--- src/rtl/tbec_rsc_pkg.sv ---
// Shared TBEC-RSC types and the 16->32 encode function used by RTL and scoreboard.
// Latency: n/a (package). Backpressure: n/a.
// Codeword bit 0 is the MSB; the data half is the 4x4 transpose of the user word.
package tbec_rsc_pkg;

    localparam int DATA_W = 16;
    localparam int CW_W   = 32;

    typedef enum logic [1:0] {
        ST_IDLE  = 2'd0,
        ST_RUN   = 2'd1,
        ST_DRAIN = 2'd2,
        ST_DONE  = 2'd3
    } state_t;

    typedef logic [0:DATA_W-1] dataword_t;
    typedef logic [0:CW_W-1]   codeword_t;

    function automatic codeword_t tbec_rsc_encode(input dataword_t d);
        codeword_t           cw;
        logic [0:DATA_W-1]   red;
        cw  = '0;
        red = '0;
        for (int r = 0; r < 4; r++) begin
            for (int k = 0; k < 4; k++) begin
                cw[r + 4*k] = d[4*r + k];
            end
            red[8 + 2*r] = d[4*r]     ^ d[4*r + 2];
            red[9 + 2*r] = d[4*r + 1] ^ d[4*r + 3];
        end
        // Pair bits cover rows {0,1} and {2,3}; the odd slots are swapped between halves.
        for (int h = 0; h < 2; h++) begin
            red[4 + 2*h] = d[8*h]     ^ d[8*h + 1] ^ d[8*h + 4] ^ d[8*h + 5];
            red[7 - 2*h] = d[8*h + 2] ^ d[8*h + 3] ^ d[8*h + 6] ^ d[8*h + 7];
        end
        red[0] = d[0] ^ d[5] ^ d[8]  ^ d[13];
        red[2] = d[1] ^ d[4] ^ d[9]  ^ d[12];
        red[3] = d[2] ^ d[7] ^ d[10] ^ d[15];
        red[1] = d[3] ^ d[6] ^ d[11] ^ d[14];
        for (int i = 0; i < DATA_W; i++) begin
            cw[DATA_W + i] = red[i];
        end
        return cw;
    endfunction

endpackage

--- src/rtl/tbec_rsc_encoder.sv ---
// TBEC-RSC encoder: user word to 32-bit codeword.
// Latency: combinational.
// Backpressure: none, pure function of the input.
module tbec_rsc_encoder
    import tbec_rsc_pkg::*;
(
    input  logic [0:DATA_W-1] data,
    output logic [0:CW_W-1]   cw
);

    always_comb begin
        cw = tbec_rsc_encode(data);
    end

endmodule

--- src/rtl/tbec_rsc_write_port.sv ---
// TBEC-RSC write port: encodes stream words and bursts them to memory; TBEC_ERR_INJECT_EN adds inj_mask/inj_en.
// Latency: 1 cycle from input accept to mem_wr_valid.
// Backpressure: single holding register; in_ready drops while it is full and memory stalls.
module tbec_rsc_write_port
    import tbec_rsc_pkg::*;
#(
    parameter int ADDR_W = 10,
    parameter int LEN_W  = 10
) (
    input  logic              clk,
    input  logic              rst,
    input  logic              start,
    input  logic [ADDR_W-1:0] base_addr,
    input  logic [LEN_W-1:0]  burst_len,
    output logic              busy,
    output logic              done,
    input  logic              in_valid,
    input  logic [0:DATA_W-1] in_data,
    output logic              in_ready,
`ifdef TBEC_ERR_INJECT_EN
    input  logic [0:CW_W-1]   inj_mask,
    input  logic              inj_en,
`endif
    output logic              mem_wr_valid,
    output logic [ADDR_W-1:0] mem_wr_addr,
    output logic [0:CW_W-1]   mem_wr_data,
    input  logic              mem_wr_ready
);

    state_t              state;
    state_t              state_nxt;
    logic [ADDR_W-1:0]   addr;
    logic [LEN_W-1:0]    remaining;
    logic                hold_full;
    logic [ADDR_W-1:0]   hold_addr;
    logic [0:CW_W-1]     hold_data;
    logic [0:CW_W-1]     enc_cw;
    logic [0:CW_W-1]     store_cw;
    logic                accept;
    logic                wr_hs;

    tbec_rsc_encoder u_encoder (
        .data (in_data),
        .cw   (enc_cw)
    );

`ifdef TBEC_ERR_INJECT_EN
    assign store_cw = inj_en ? (enc_cw ^ inj_mask) : enc_cw;
`else
    assign store_cw = enc_cw;
`endif

    assign accept = in_valid & in_ready;
    assign wr_hs  = hold_full & mem_wr_ready;

    always_ff @(posedge clk or posedge rst) begin
        if (rst) begin
            state <= ST_IDLE;
        end else begin
            state <= state_nxt;
        end
    end

    always_comb begin
        state_nxt = state;
        case (state)
            ST_IDLE: begin
                if (start) begin
                    state_nxt = (burst_len != '0) ? ST_RUN : ST_DONE;
                end
            end
            ST_RUN: begin
                if (accept && remaining == LEN_W'(1)) begin
                    state_nxt = ST_DRAIN;
                end
            end
            ST_DRAIN: begin
                if (wr_hs) begin
                    state_nxt = ST_DONE;
                end
            end
            ST_DONE: state_nxt = ST_IDLE;
            default: state_nxt = ST_IDLE;
        endcase
    end

    always_comb begin
        busy     = (state == ST_RUN) || (state == ST_DRAIN);
        done     = (state == ST_DONE);
        in_ready = (state == ST_RUN) && (!hold_full || mem_wr_ready);
    end

    always_ff @(posedge clk or posedge rst) begin
        if (rst) begin
            addr      <= '0;
            remaining <= '0;
        end else if (state == ST_IDLE && start) begin
            addr      <= base_addr;
            remaining <= burst_len;
        end else if (accept) begin
            addr      <= addr + ADDR_W'(1);
            remaining <= remaining - LEN_W'(1);
        end
    end

    // A same-cycle drain and accept simply reloads, keeping full rate.
    always_ff @(posedge clk or posedge rst) begin
        if (rst) begin
            hold_full <= 1'b0;
            hold_addr <= '0;
            hold_data <= '0;
        end else if (accept) begin
            hold_full <= 1'b1;
            hold_addr <= addr;
            hold_data <= store_cw;
        end else if (wr_hs) begin
            hold_full <= 1'b0;
        end
    end

    assign mem_wr_valid = hold_full;
    assign mem_wr_addr  = hold_addr;
    assign mem_wr_data  = hold_data;

endmodule

--- config.mk ---
export PLATFORM = sky130hd
export DESIGN_NAME = tbec_rsc_write_port
export DESIGN_NICKNAME = d
export VERILOG_FILES = /design/src/rtl/tbec_rsc_pkg.sv /design/src/rtl/tbec_rsc_encoder.sv /design/src/rtl/tbec_rsc_write_port.sv
export SDC_FILE = /design/constraint.sdc
export NUM_CORES = 1
export LEC_CHECK = 0
export CAP_MARGIN = 20
export CORE_UTILIZATION = 43
export CTS_CLUSTER_SIZE = 30
export DETAILED_ROUTE_END_ITERATION = 12
export GPL_TIMING_DRIVEN = 0
export PLACE_DENSITY = 0.76
export SLEW_MARGIN = 10
export SYNTH_ARGS = -nofsm -noshare
export SYNTH_HDL_FRONTEND = slang
export SYNTH_SLANG_ARGS = --single-unit
--- constraint.sdc ---
create_clock -name clk -period 1.8 [get_ports clk]
set_input_delay 0.36 -clock clk [delete_from_list [all_inputs] [get_ports clk]]
set_output_delay 0.36 -clock clk [all_outputs]
set_load 0.05 [all_outputs]
==> results.tsv, run 1 <==
stage	metric	value	unit
clock_network	cts_tree	built	
route	dr.pass1.iters	4	
critical_path	cp.arrival	1.37	ns
floorplan	die_area	0.00770	mm2
floorplan	rows	30	
global_route	track_usage	20.8	%
route	wl	7330	um
finish	area_delta_synth_final	36.4	%
global_route	grt_first_pass_wirelength	12100	um
floorplan	fp.dieW	87.8	um
logic_synthesis	async_flop_share	100	%
sta	drv_slew	0	
critical_path	startpoint_type	flop	
placed_design	place.gp.congestion	0.807	
route	drc	0	
placed_design	io_buffers	86	
logic_synthesis	netlist_area	0.00316	mm2
floorplan	core	0.00694	mm2
route	drt_iter0_drc	90	
finish	multi_input_area	0.00145	mm2
logic_synthesis	yosys_warnings	0	
logic_synthesis	yosysSeqAreaShare	51.4	%
placed_design	hpwl	5490	um
pwr	peakVddDrop	1.07	mV
pwr	leakagePower	0.00205	uW
logic_synthesis	syn_inst	334	
sta	setup_slack	0.0726	ns
logic_synthesis	syn_area_per_cell	9.47	um2
logic_synthesis	synth_cell_types	39	
logic_synthesis	yosysTopAreaCellShare	51.4	%
floorplan	start_util	45.5	%
critical_path	path_buf_inv	2	
clock_network	root_buffer	clkbuf_8	
logic_synthesis	ys_seq_elements	65	
clock_network	clkLatencyLatePin	0.34	ns
critical_path	crit_type	reg -> out	
critical_path	worstPathRequired	1.44	ns
sta	setup_viol	0	
sta	hold_slack	0.448	ns
status	status	complete, no violations	
min_path	hold_class	in -> async	
clock_network	cts_buffers	9	
critical_path	slowest_stage	dfrtp_2	
finish	drive_gt1_share	9.61	%
finish	fin_cells	533	
logic_synthesis	post-synth-top-area-cell	dfrtp_1	
sta	tightest_slew	0.621	ns
critical_path	cp_cell_sequence	inv_2 > ha_1 > buf_2	
finish	register_area	0.00163	mm2
placed_design	dpl_worst_slack	-0.469	ns
floorplan	ios	87	
logic_synthesis	synth_area_leaders	dfrtp_1 (51%), nand2_1 (13%), xnor2_1 (7.2%)	
placed_design	placed_cells	517	
global_route	grt_max_degree	38	
clock_network	clkTransAtPathRegs	0.07	ns
sta	max_freq	579	MHz
sta	hold_violations	0	
clock_network	cts.htree.levels	3	
logic_synthesis	ys_dominant_reg_cell	dfrtp_1	
critical_path	critical_path.top_delay_family	flip-flops	
sta	fin_crit_sh	96.0	%
critical_path	r2r-start	state[0]	
floorplan	fp.dieH	87.8	um
sta	setup_tns	0	ns
run	cap_violations	0	
logic_synthesis	syn-num-nets	383	
critical_path	end_kind	primary output	
logic_synthesis	ys_top_cells_by_count	nand2_1 (108), dfrtp_1 (65), xnor2_1 (26)	
sta	maxSlewHeadroom	58.5	%
finish	stdcell_area	0.00432	mm2
clock_network	cts.sinks	65	
logic_synthesis	post-synth-top-count-cell	nand2_1	
pwr	power.density	1940	mW/mm2
route	vias	2614	
placed_design	dpl-instance-area	0.00417	mm2
sta	finClkSkew	0.00671	ns
finish	layout.nets	481	
critical_path	crit_start	state[0]	
finish	antennaDiodeCount	0	
critical_path	path_max_fanout	4	
sta	layout_min_cycle_time	1.73	ns
finish	fill_cells	590	
global_route	first_global_vias	2568	
route	viasPerCell	4.90	
global_route	antenna_found_initial	0	
clock_network	hold_buffers	0	
route	ant_nets	0	
clock_network	post_cts_buffers	0	
global_route	grt_remaining_overflow	0	
logic_synthesis	synth-edff-count	0	
sta	rsz0062_at_grt	no	
clock_network	cts_buffer_depth	2	
route	wire_per_inst	13.8	um
critical_path	slowest_delay	0.42	ns
-- layout by cell type, fill, tap and decap left out, types with 2 or more instances in the layout --
| cell | count |
|---|---|
| clkbuf_8 | 10 |
| clkbuf_1 | 7 |
| a21oi_1 | 18 |
| o21ai_0 | 14 |
| nand4_1 | 7 |
| buf_1 | 2 |
| inv_2 | 2 |
| nor4_1 | 3 |
| nand2_1 | 108 |
| buf_2 | 4 |
| inv_1 | 4 |
| buf_4 | 2 |
| nor2_1 | 22 |
| ha_1 | 7 |
| clkbuf_2 | 4 |
| clkinv_2 | 2 |
| xnor2_1 | 26 |
| nor3_1 | 2 |
| dlygate4sd2_1 | 43 |
| and3_1 | 3 |
| dfrtp_1 | 64 |
| clkdlybuf4s50_1 | 40 |
| xor2_1 | 16 |
-- layout make-up --
cell class,count,area share [%]
Sequential cell,65,37.7
Multi-Input combinational cell,247,33.5
Timing Repair Buffer,87,18.9
Clock buffer,13,3.45
Tap cell,96,2.78
Buffer,15,2.00
Clock inverter,3,0.928
Inverter,7,0.696
-- kinds of logic after synthesis --
kind of cell	synth area share [%]
flip-flops	51.4
AO/OA/AOI/OAI	6.41
buffers and inverters	3.44
adder cells (fa/ha/maj)	3.16
XOR/XNOR	11.6
multiplexers	0.672
AND/OR/NAND/NOR	23.3
-- metal layers --
layer	track usage (%)	part of all wire [%]	vias up
met3	3.68	5.5	8
met4	7.00	1.2	0
li1	-	-	1290
met2	34.9	48	90
met5	0	0	-
met1	27.2	45	1226
-- where the power goes --
part	internal, uW	switching, uW	total, uW
clock	675	543	1220
combinational	1350	3100	4440
sequential	2170	528	2700
total	4200	4170	8360
-- per-stage QoR --
stage	util [%]	power [uW]
after global routing	62.1	8890
after detailed placement	60.0	7520
after global placement	59.7	7390
after CTS	61.9	8390
after floorplan	-	5950
final	62.1	8360
-- worst paths after layout --
check | end | slack, ns | depth (start not counted)
max reg2reg | state[1] | 0.12 | 7
min reg2reg | mem_wr_addr[0] | 0.47 | 2
min in group clk | mem_wr_addr[0] | 0.47 | 2
max in group asynchronous | mem_wr_data[1] | 0.77 | 3
min | mem_wr_data[12] | 0.45 | 2
max | busy | 0.07 | 3
-- flip-flops by register name, indices dropped and copies added (netlist names) --
name          count
mem_wr_addr      10
mem_wr_valid      1
mem_wr_data      32
addr             10
state             2
remaining        10
-- repair_timing --
action / CTS / global route
pin swaps: 0 / 2
resized for setup: 57 / 11
endpoints found under the setup margin: 57 / 43
(Power assumes the default switching activity.)
==> inputs of run 2 (changes only) <==
- CTS_CLUSTER_DIAMETER: unset -> 80
- SETUP_SLACK_MARGIN: unset -> 0.5
==> results.tsv, run 2 (synthesis results as in run 1) <==
stage	metric	value	unit	change
global_route	grt_max_degree	38		unchanged
sta	finClkSkew	0.00732	ns	+0.000614 ns
status	status	complete, no violations		
clock_network	cts_buffers	9		unchanged
pwr	power.density	2010	mW/mm2	+3.6%
floorplan	core	0.00694	mm2	unchanged
floorplan	ios	87		unchanged
placed_design	dpl-instance-area	0.00428	mm2	+2.6%
sta	max_freq	597	MHz	+3.2%
finish	layout.nets	513		+6.7%
critical_path	crit_type	reg -> out		
route	viasPerCell	5.09		+3.9%
sta	setup_viol	0		unchanged
sta	drv_slew	0		unchanged
critical_path	cpMostUsedCell	buf_4		
route	wl	8780	um	+20%
floorplan	fp.dieH	87.8	um	unchanged
sta	maxSlewHeadroom	45.2	%	-13 points
finish	largest_reg_flops	32		unchanged
finish	multi_input_area	0.00171	mm2	+18%
placed_design	place.gp.congestion	0.792		-1.8%
pwr	switching_share	46.4	%	-3.5 points
route	drc	0		unchanged
clock_network	hold_buffers	0		unchanged
sta	tightest_slew	0.820	ns	+0.199 ns
route	ant_nets	0		unchanged
global_route	antenna_found_initial	0		unchanged
clock_network	cts.htree.levels	3		unchanged
clock_network	cts.sinks	65		unchanged
finish	fill_cells	497		-16%
floorplan	fp.dieW	87.8	um	unchanged
floorplan	die_area	0.00770	mm2	unchanged
placed_design	io_buffers	86		unchanged
finish	fin_cells	565		+6.0%
finish	drive_gt1_share	37.5	%	+28 points
pwr	peakVddDrop	1.07	mV	-0.17%
global_route	grt_first_pass_wirelength	13800	um	+14%
global_route	first_global_vias	2922		+14%
run	cap_violations	0		unchanged
placed_design	placed_cells	517		unchanged
finish	area_delta_synth_final	63.7	%	
placed_design	hpwl	5590	um	+1.7%
finish	mostFrequentLayoutCells	nand2_1 (76), dfrtp_1 (61), buf_6 (49)		
sta	rsz0062_at_grt	yes		
global_route	grt_remaining_overflow	0		unchanged
critical_path	end_kind	primary output		
global_route	track_usage	23.8	%	+3.0 points
route	vias	2878		+10%
clock_network	cts_tree	built		
pwr	p_sw	4820	uW	+16%
pwr	leakagePower	0.00237	uW	+16%
sta	setup_tns	0	ns	unchanged
critical_path	startpoint_type	flop		
critical_path	cp_cell_sequence	buf_4 > buf_4 > ha_4 > buf_8		
finish	antennaDiodeCount	0		unchanged
critical_path	worstPathRequired	1.44	ns	about the same
finish	stdcell_area	0.00518	mm2	+20%
pwr	pwr-share-seq	27.5	%	-4.8 points
clock_network	root_buffer	clkbuf_8		
critical_path	slowest_delay	0.40	ns	-0.02 ns
clock_network	cts_buffer_depth	2		unchanged
critical_path	path_max_fanout	2		-2
critical_path	cp.arrival	1.31	ns	-0.06 ns
sta	hold_slack	0.449	ns	+0.000476 ns
pwr	intPower	5570	uW	+33%
placed_design	dpl_worst_slack	-0.479	ns	-0.00932 ns
route	dr.pass1.iters	4		unchanged
route	drt_iter0_drc	125		+39%
clock_network	clkTransAtPathRegs	0.07	ns	about the same
route	wire_per_inst	15.5	um	+13%
clock_network	clkLatencyLatePin	0.35	ns	about the same
min_path	hold_class	in -> reg		
sta	layout_min_cycle_time	1.67	ns	-0.0534 ns
sta	setup_slack	0.126	ns	+0.0534 ns
sta	fin_crit_sh	93.0	%	-3.0 points
floorplan	rows	30		unchanged
finish	mostFrequentLayoutCell	nand2_1		
pwr	pwr-share-comb	59.1	%	+6.0 points
critical_path	slowest_stage	dfrtp_1		
finish	register_area	0.00163	mm2	+0.23%
floorplan	start_util	45.5	%	unchanged
pwr	clockPowerShare	13.4	%	-1.2 points
sta	hold_violations	0		unchanged
-- run 2: cell count changes in the layout (fill, tap and decap cells not counted), sizes merged --
cell / change
buf: +77
dlygate4sd2: -41
clkbuf: -5
clkdlybuf4s50: -2
bufinv: +1
clkinv: +1
nand3: +1
-- run 2: power groups by stage --
stage	clock network (uW)	registers [uW]	logic, uW
2_1_floorplan	0	4260	1900
3_3_place_gp	0	2740	4850
3_5_place_dp	0	2770	4940
4_1_cts	1390	2770	5500
5_1_grt	1470	2950	6520
6_report	1390	2860	6140
-- run 2: layout make-up --
class	instances	area share, %
Multi-Input combinational cell	248	33.0
Clock buffer	11	2.73
Sequential cell	65	31.5
Tap cell	96	2.32
Inverter	7	0.580
Timing Repair Buffer	118	24.7
Buffer	15	3.62
Clock inverter	5	1.52
-- run 2: worst paths after layout --
path	from	to	slack (ns)	cells after the start
max	state[1]	done	0.13	4
min	mem_wr_ready	mem_wr_valid	0.45	3
max reg2reg	state[1]	remaining[9]	0.14	8
min reg2reg	mem_wr_data[2]	mem_wr_data[2]	0.48	2
max in group asynchronous	rst	addr[6]	0.70	3
min in group asynchronous	rst	mem_wr_data[13]	0.51	2
-- run 2: stage by stage --
| stage | utilization (%) | power (uW) |
|---|---|---|
| after global placement | 61.3 | 7590 |
| after CTS | 69.4 | 9670 |
| final | 74.6 | 10400 |
| after detailed placement | 61.6 | 7710 |
| after floorplan | - | 6160 |
| after global routing | 74.6 | 10900 |
-- run 2: worst max-delay path, delay by kind of cell, from the launching register on --
family	cells	cell delay [ns]
fa+ha+maj	1	0.15
buf+inv	3	0.41
flops	1	0.40
-- run 2: what timing repair did --
| item | in CTS | in global routing |
|---|---|---|
| pin swaps | 22 | 19 |
| cloned | 5 | 1 |
| setup endpoints to repair | 111 | 100 |
| resized for setup | 348 | 70 |
| endpoints found under the hold margin | 0 | 0 |
| buffers inserted | 15 | 11 |
-- run 2: routing by layer --
metal	vias up	GRT usage (%)	part of all wire, %
li1	1353	-	-
met1	1413	30.0	41
met2	96	40.5	52
met3	16	3.86	4.9
met4	0	10.4	2.1
met5	-	0	0
==> inputs of run 3 (changes only) <==
- HOLD_SLACK_MARGIN: unset -> 0.15
==> results of run 3 <==
Same layout as run 2: the final DEF is identical, and so are final timing and power.
